$ cat src/rtl/uart_tx_arbiter.sv
// Shares one uart_tx core among NUM_REQ pulse-driven requesters. Round-robin by default.
// Define UART_ARB_FIXED_PRIO_EN for fixed priority, where the lowest pending index wins.
`timescale 1ns/1ps
module uart_tx_arbiter #(
    parameter int unsigned NUM_REQ = 4,
    parameter int unsigned DATA_W  = 8,
    parameter int unsigned IDX_W   = 2
) (
    input  logic                      clk,
    input  logic                      rst_n,
    input  logic [NUM_REQ-1:0]        req_pulse,
    input  logic [NUM_REQ*DATA_W-1:0] req_data,
    input  logic                      tx_busy,
    input  logic                      clr_ovr,
    output logic                      tx_start,
    output logic [DATA_W-1:0]         tx_data,
    output logic [IDX_W-1:0]          grant_id,
    output logic                      active,
    output logic [NUM_REQ-1:0]        pending,
    output logic [NUM_REQ-1:0]        overrun
);

    localparam int unsigned SEL_W = (NUM_REQ > 1) ? $clog2(NUM_REQ) : 1;

    typedef enum logic [3:0] {
        S_IDLE      = 4'b0001,
        S_START     = 4'b0010,
        S_WAIT_ACK  = 4'b0100,
        S_WAIT_DONE = 4'b1000
    } state_t;

    state_t                         r_state, w_state_nxt;
    logic [NUM_REQ-1:0]             r_pending, r_overrun, w_clr, w_ovr_set;
    logic [NUM_REQ-1:0][DATA_W-1:0] r_buf, w_buf_nxt;
    logic [IDX_W-1:0]               r_win, w_winner, r_grant_id, w_grant_id_nxt;
    logic [DATA_W-1:0]              r_tx_data, w_tx_data_nxt;
    logic                           r_tx_start, w_tx_start_nxt, r_active, w_active_nxt;
    logic                           w_found, w_load;
    logic [3:0]                     r_ack_cnt;

`ifdef UART_ARB_FIXED_PRIO_EN
    // Lowest pending index wins.
    always_comb begin
        w_found  = 1'b0;
        w_winner = '0;
        for (int unsigned k = 0; k < NUM_REQ; k++) begin
            if (!w_found && r_pending[SEL_W'(k)]) begin
                w_found  = 1'b1;
                w_winner = IDX_W'(k);
            end
        end
    end
`else
    logic [IDX_W-1:0] r_ptr;
    int unsigned      w_idx;

    // First pending index at or after the pointer, wrapping modulo NUM_REQ.
    always_comb begin
        w_found  = 1'b0;
        w_winner = '0;
        w_idx    = 0;
        for (int unsigned k = 0; k < NUM_REQ; k++) begin
            w_idx = 32'(r_ptr) + k;
            if (w_idx >= NUM_REQ) w_idx = w_idx - NUM_REQ;
            if (!w_found && r_pending[SEL_W'(w_idx)]) begin
                w_found  = 1'b1;
                w_winner = IDX_W'(w_idx);
            end
        end
    end

    always_ff @(posedge clk or negedge rst_n) begin
        if (!rst_n)                 r_ptr <= '0;
        else if (r_state == S_START) r_ptr <= (r_win == IDX_W'(NUM_REQ - 1)) ? '0 : r_win + IDX_W'(1);
    end
`endif

    always_ff @(posedge clk or negedge rst_n) begin
        if (!rst_n) r_state <= S_IDLE;
        else        r_state <= w_state_nxt;
    end

    always_comb begin
        w_state_nxt = r_state;
        unique case (r_state)
            S_IDLE:      if (w_found && !tx_busy) w_state_nxt = S_START;
            S_START:     w_state_nxt = S_WAIT_ACK;
            S_WAIT_ACK:  if (tx_busy) w_state_nxt = S_WAIT_DONE;
                         else if (r_ack_cnt == 4'd15) w_state_nxt = S_IDLE;
            S_WAIT_DONE: if (!tx_busy) w_state_nxt = S_IDLE;
            default:     w_state_nxt = S_IDLE;
        endcase
    end

    // Next values of the registered outputs, decoded from the upcoming state.
    always_comb begin
        w_load          = (r_state == S_IDLE) && (w_state_nxt == S_START);
        w_tx_start_nxt  = (w_state_nxt == S_START);
        w_active_nxt    = (w_state_nxt != S_IDLE);
        w_tx_data_nxt   = r_tx_data;
        w_grant_id_nxt  = r_grant_id;
        if (w_load) begin
            w_tx_data_nxt  = r_buf[SEL_W'(w_winner)];
            w_grant_id_nxt = w_winner;
        end
    end

    // A same-cycle pulse beats the serve clear, and is not an overrun.
    always_comb begin
        w_clr     = (r_state == S_START) ? (NUM_REQ'(1) << r_win) : '0;
        w_ovr_set = req_pulse & r_pending & ~w_clr;
        w_buf_nxt = r_buf;
        for (int unsigned i = 0; i < NUM_REQ; i++) begin
            if (req_pulse[SEL_W'(i)]) w_buf_nxt[SEL_W'(i)] = req_data[i*DATA_W +: DATA_W];
        end
    end

    always_ff @(posedge clk or negedge rst_n) begin
        if (!rst_n) begin
            r_pending  <= '0;
            r_overrun  <= '0;
            r_buf      <= '0;
            r_win      <= '0;
            r_ack_cnt  <= '0;
            r_tx_start <= 1'b0;
            r_active   <= 1'b0;
            r_tx_data  <= '0;
            r_grant_id <= '0;
        end else begin
            r_pending  <= (r_pending & ~w_clr) | req_pulse;
            r_overrun  <= (clr_ovr ? '0 : r_overrun) | w_ovr_set;
            r_buf      <= w_buf_nxt;
            if (w_load) r_win <= w_winner;
            r_ack_cnt  <= (r_state == S_WAIT_ACK) ? r_ack_cnt + 4'd1 : 4'd0;
            r_tx_start <= w_tx_start_nxt;
            r_active   <= w_active_nxt;
            r_tx_data  <= w_tx_data_nxt;
            r_grant_id <= w_grant_id_nxt;
        end
    end

    assign tx_start = r_tx_start;
    assign tx_data  = r_tx_data;
    assign grant_id = r_grant_id;
    assign active   = r_active;
    assign pending  = r_pending;
    assign overrun  = r_overrun;

endmodule

$ cat config.mk
export PLATFORM = sky130hd
export DESIGN_NAME = uart_tx_arbiter
export DESIGN_NICKNAME = d
export VERILOG_FILES = /design/src/rtl/uart_tx_arbiter.sv
export SDC_FILE = /design/constraint.sdc
export NUM_CORES = 1
export LEC_CHECK = 0
export ABC_AREA = 1
export CAP_MARGIN = 20
export CORE_MARGIN = 2
export CORE_UTILIZATION = 52
export DETAILED_ROUTE_END_ITERATION = 12
export PLACE_DENSITY = 0.8
export SLEW_MARGIN = 40
export SYNTH_ARGS = -nofsm -noshare
export SYNTH_HDL_FRONTEND = slang
export SYNTH_SLANG_ARGS = --single-unit
$ cat constraint.sdc
create_clock -name clk -period 1.82 [get_ports clk]
set_clock_uncertainty 0.05 [all_clocks]
set_input_delay 0.182 -clock clk [delete_from_list [all_inputs] [get_ports clk]]
set_output_delay 0.182 -clock clk [all_outputs]
set_load 0.1 [all_outputs]
Word level (Yosys, flattened, before mapping)
Cells that the tools add are included.
{"block": "word_totals", "reg_bits": 62, "latch_bits": 0, "ram_bits": 0, "romBits": 0, "inputBits": 40, "output_inout_bits": 20, "word_cells": 86, "n_memories": 0}
{"block": "op_classes", "n_addsub": 9, "mul": 0, "n_div": 0, "order_cmp": 9, "eq_ne": 8, "shifts": 1, "n_mux": 31, "n_bitwise": 6, "n_reduce_logical": 9}
{"op": "$mux 4", "n": 7}
{"op": "$mux 2", "n": 9}
{"op": "$bmux 8 s2", "n": 1}
{"op": "$pmux 4 s4", "n": 1}
{"op": "$lt 2x3->1 const B", "n": 5}
{"op": "$and 4x4->4", "n": 3}
{"op": "$ge 3x3->1 const B", "n": 3}
{"op": "$bmux 1 s2", "n": 4}
{"op": "$eq 4x2->1 const B", "n": 2}
{"op": "$eq 4x4->1 const B", "n": 2}
{"op": "$mux 1", "n": 8}
{"op": "$mux 8", "n": 1}
{"op": "$or 4x4->4", "n": 2}
{"op": "$sub 2x1->2 const B", "n": 4}
{"op": "$add 2x2->3 const B", "n": 2}
{"op": "$logic_and 1x1->1", "n": 5}
{"op": "$add 4x1->4 const B", "n": 1}
{"op": "$eq 4x1->1 const B", "n": 1}
{"op": "$eq 4x3->1 const B", "n": 1}
{"op": "$logic_not 1->1", "n": 4}
{"op": "$ne 4x1->1 const B", "n": 1}
{"op": "$not 4->4", "n": 1}
{"op": "$shl 1x2->4 const A", "n": 1}
{"op": "$add 2x1->3 const B", "n": 1}
{"op": "3 further kinds", "n": 3}

Longest topological paths before layout
{"block": "depth", "depth_word": 19, "ltp_mapped": 15, "ltp_nobuf": 14}

Least setup slack after synthesis
OpenSTA, ideal clock, no wires.
{"block": "synth_path", "kind": "reg2reg", "start": "register r_pending[3], in the netlist pending[3]", "end": "register r_tx_data[6], in the netlist tx_data[6]", "setup_time_ps": 120, "arrival_ps": 2084, "t_required_ps": 1650, "slack_ps": -434, "stages_incl_launch_ff": 15, "n_path_buf": 1, "synth_period_minus_slack_ps": 2254, "path_cell_list": "dfrtp_1 -> inv_1 -> nand2_2 -> nand3_2 -> nand2_4 -> nor2_1 -> nor2_2 -> nand2_4 -> nand2_4 -> buf_6 -> nand2_2 -> nand3_1 -> nand2_1 -> nand2_1 -> nand2_1"}
{"block": "synth_between", "elab_chain_len": 17, "elab_cells_between_ends": 29, "classes_between": "eq/ne (1); mux (20); reduce/logical (8)"}
{"item": "start: declaration", "line_no": "33", "text": "logic [NUM_REQ-1:0] r_pending, r_overrun, w_clr, w_ovr_set;"}
{"item": "start signal: assignment", "line_no": "130", "text": "r_pending <= (r_pending & ~w_clr) | req_pulse;"}
{"item": "$bmux 1 s2", "line_no": "65", "text": "if (!w_found && r_pending[SEL_W'(w_idx)]) begin"}
{"item": "$mux 1 (implied by the code)", "line_no": "65"}
{"item": "$mux 1", "line_no": "65"}
{"item": "$logic_not 1->1", "line_no": "65"}
{"item": "$logic_and 1x1->1", "line_no": "65"}
{"item": "$mux 1", "line_no": "65"}
{"item": "$logic_not 1->1", "line_no": "65"}
{"item": "$logic_and 1x1->1", "line_no": "65"}
{"item": "$mux 1", "line_no": "65"}
{"item": "$logic_not 1->1", "line_no": "65"}
{"item": "$logic_and 1x1->1", "line_no": "65"}
{"item": "$mux 1", "line_no": "65"}
{"item": "$logic_and 1x1->1", "line_no": "86", "text": "S_IDLE: if (w_found && !tx_busy) w_state_nxt = S_START;"}
{"item": "$mux 4", "line_no": "86"}
{"item": "$pmux 4 s4", "line_no": "85", "text": "unique case (r_state)"}
{"item": "$eq 4x2->1", "line_no": "97", "text": "w_load = (r_state == S_IDLE) && (w_state_nxt == S_START);"}
{"item": "$logic_and 1x1->1", "line_no": "97"}
{"item": "end signal: assignment", "line_no": "137", "text": "r_tx_data <= w_tx_data_nxt;"}
{"item": "end: declaration", "line_no": "36", "text": "logic [DATA_W-1:0] r_tx_data, w_tx_data_nxt;"}
Parallel ways exist; a longest one is shown, timed or not. The select of a mux whose other input is x is not followed.
A chain may end at the register's enable or synchronous reset.

Worst setup path in the final report
{"block": "layout_path", "start": "register r_ptr[0]", "end": "register r_tx_data[6], in the netlist tx_data[6]"}
{"block": "layout_between", "elab_chain_len": 19, "elab_cells_between_ends": 44, "classes_between": "add/sub (7); order compare (4); eq/ne (1); mux (24); reduce/logical (8)"}
{"item": "start: declaration", "line_no": "54", "text": "logic [IDX_W-1:0] r_ptr;"}
{"item": "start signal: assignment", "line_no": "74", "text": "else if (r_state == S_START) r_ptr <= (r_win == IDX_W'(NUM_REQ - 1)) ? '0 : r_win + IDX_W'(1);"}
{"item": "branches (longest 19 deep; another with $add 2x1->3)"}
Several ways; the timed one is not identified. The select of a mux whose other input is x is not followed.

==> results.ini <==
[outcome]
outcome = complete, but fails checks
violations = setup timing

[logic_synthesis]
synth-seq-cells = 62
synthesis.area_mm2 = 0.00305
ys_seq_area_share_pct = 50.9
synth.net_count = 420
synth_ff_type = dfrtp_1
yosysWarnings = 0
avgSynthCellArea_um2 = 8.14
synth_top_cell_by_area = dfrtp_1
ys_top_cells_by_area = dfrtp_1 (50%), nand2_1 (14%), inv_1 (7.9%), o21ai_0 (6.1%), nand3_1 (5.9%)
synth_edf_count = 0
synth_cell_types = 29
synth-async-reset-ratio_pct = 100
synth.top_cell.area_share_pct = 50.0
netlist_instances = 375

[finish]
fin_area_mm2 = 0.00436
final_common_cell = nand2_1
mostFrequentLayoutCells = nand2_1 (103), inv_1 (58), dfrtp_1 (57)
drive_gt1_share_pct = 27.9
areaGrowthSynthToFinish_pct = 42.7
antenna_cells = 0
multi_input_area_mm2 = 0.00142
layout.filler_cells = 385
ff_latch_area_mm2 = 0.00157
nets = 509

[die]
die_area_mm2 = 0.00650
initial_utilization_pct = 54.7
die_h_um = 80.6
fp.dieW_um = 80.6
io_pins = 60
coreArea_mm2 = 0.00557
rows = 27

[timing]
hold_viol_final = 0
hold_ws_ns = 0.327
slew_violations = 0
period_needed_ns = 1.92
clock.fmax_mhz = 520
finalWorstSetupSlack_ns = -0.104
setup_viol = 8
rsz0062_at_grt = true
period_share_pct = 106
slew_headroom_pct = 64.6
tightestPinTransition_ns = 0.526

[critical_path]
cp.required_ns = 2.01
crit_type = reg2reg
cp-end-kind = flip-flop
worstPathMaxFanout = 6
crit_path_start_kind = flip-flop
crit_arrival_ns = 2.11

[power_and_ir_drop]
seq_power_share_pct = 25.3
power.internal_mw = 3.58
p_sw_mw = 3.68
p_leak_nw = 2.23
powerDensity_mw_per_mm2 = 1670
power.share.switching_pct = 50.7
p_clk_share_pct = 13.9
vdd_drop_max_mv = 1.15
combPwrFrac_pct = 60.7

[route]
drtAntennaViolNets = 0
dr.first_iter.drc_count = 190
drt_wl_total_um = 7910
routed.top_layer = met4
num_vias = 2804
remaining_drc_errors = 0
dr_wl_met2_um = 4100
dr_wl_met3_um = 340
wl_per_cell_um = 14.6
wl_met1_um = 3190
viasPerCell = 5.18
drt_pre_antenna_iters = 4

[cts]
cts_tree = done
cts-htree-levels = 3
numCtsBuffers = 9
clock_path_buffers = 2
cts.sinks = 62
insertion_delay_ns = 0.34
root_buffer = clkbuf_8
cts.clk_slew.worst_paths_ns = 0.07

[grt]
grt_start_max_net_pins = 63
antenna_found_initial = 0
grt_overflow = 0
grt_pass1_vias = 2539
grt_pass1_wl_um = 11500
track_usage_pct = 23.7

[placed_design]
place_congestion = 0.871
dpl.hpwl_um = 5340
post_dp_cell_area_mm2 = 0.00384
port_buffers = 59

[run]
cap_violations = 0

[min_path]
hold_path_class = in2async

-- Yosys cell counts (2+ instances only) --
cell      instances
nand2_1         113
o22ai_1           4
nor2_1            8
inv_2             3
nand2_2           7
buf_6             2
o21ai_0          37
inv_1            64
dfrtp_1          61
buf_2             2
clkbuf_1          4
a21oi_1           5
nand3_2           2
ha_1              5
nand3_1          36
nand2_4           7
nor3_1            2
nor2_2            2
-- worst paths after layout --
check | startpoint | endpoint | slack [ns] | cells after the start
setup reg to reg | r_ptr[0] | tx_data[6] | -0.10 | 14
setup / recovery | r_ptr[0] | tx_data[6] | -0.10 | 14
hold reg to reg | r_ack_cnt[0] | r_ack_cnt[0] | 0.41 | 1
hold / removal | rst_n | r_buf[20] | 0.33 | 3
max in group asynchronous | rst_n | r_state[0] | 1.10 | 3
min in group clk | req_data[16] | r_buf[16] | 0.35 | 3
-- stage by stage --
| stage | power [mW] | worst slack [ns] | setup TNS, ns | util (%) | instances |
|---|---|---|---|---|---|
| after global routing | 7.65 | -0.209 | -1.59 | 78.1 | 541 |
| after detailed placement | 5.31 | -0.139 | -0.754 | 69.0 | 512 |
| after global placement | 5.24 | -0.0901 | -0.317 | 69.0 | 512 |
| final | 7.27 | -0.104 | -0.461 | 78.1 | 541 |
| after floorplan | 4.45 | -0.00393 | -0.00957 | - | 375 |
| after CTS | 6.48 | 0.000818 | 0 | 73.1 | 531 |
-- worst max-delay path, cell delays in order (launching register included) --
cell and delay (ns):
dfrtp_1 0.44, buf_6 0.16, nand2_4 0.07, nand2_4 0.07
nand2_4 0.08, nand2_4 0.06, nor2_8 0.14, nand3_4 0.11
nand2_8 0.14, buf_6 0.15, nand3_2 0.10, nand3_1 0.10
nand2_1 0.05, nand2_1 0.05, nand2_1 0.04
-- power groups by stage --
stage	registers, mW	clock network, mW	logic [mW]
6_report	1.84	1.01	4.41
5_1_grt	1.87	1.08	4.70
4_1_cts	1.82	1.00	3.66
3_5_place_dp	1.84	0	3.47
3_3_place_gp	1.84	0	3.40
2_1_floorplan	2.84	0	1.61
-- cells by family after synthesis --
family,count (synthesis),synth area share [%]
AND/OR/NAND/NOR,183,28.6
buffers and inverters,76,10.0
adder cells (fa/ha/maj),5,2.05
AO/OA/AOI/OAI,49,8.45
flip-flops,62,50.9
-- registers in the layout, summed over array words and instances (netlist names) --
register   count
r_ack_cnt      4
r_buf         32
tx_start       1
active         1
r_ptr          2
overrun        4
grant_id       2
pending        4
r_state        4
tx_data        8
-- repair_timing --
action | 4_1_cts | 5_1_grt
hold endpoints to repair | 61 | 0
pin swaps | 2 | 20
hold buffers | 1 | 0
resized for setup | 14 | 43
setup endpoints to repair | 10 | 11
gates cloned | 1 | 2
setup buffers | 1 | 8
-- area by class of cell --
cell class | instances | area share (%)
clock buffers | 11 | 3.02
flip-flops and latches | 62 | 36.0
repair buffers | 86 | 19.5
well taps | 72 | 2.07
inverters | 67 | 6.12
clock inverters | 5 | 0.632
multi-input cells | 238 | 32.6
-- routing by layer --
metal  up-vias  GRT usage [%]
li1       1344              -
met1      1335           28.4
met2       103           41.8
met3        22           5.96
met4         0           7.46
met5         -              0
(Power assumes the default switching activity.)
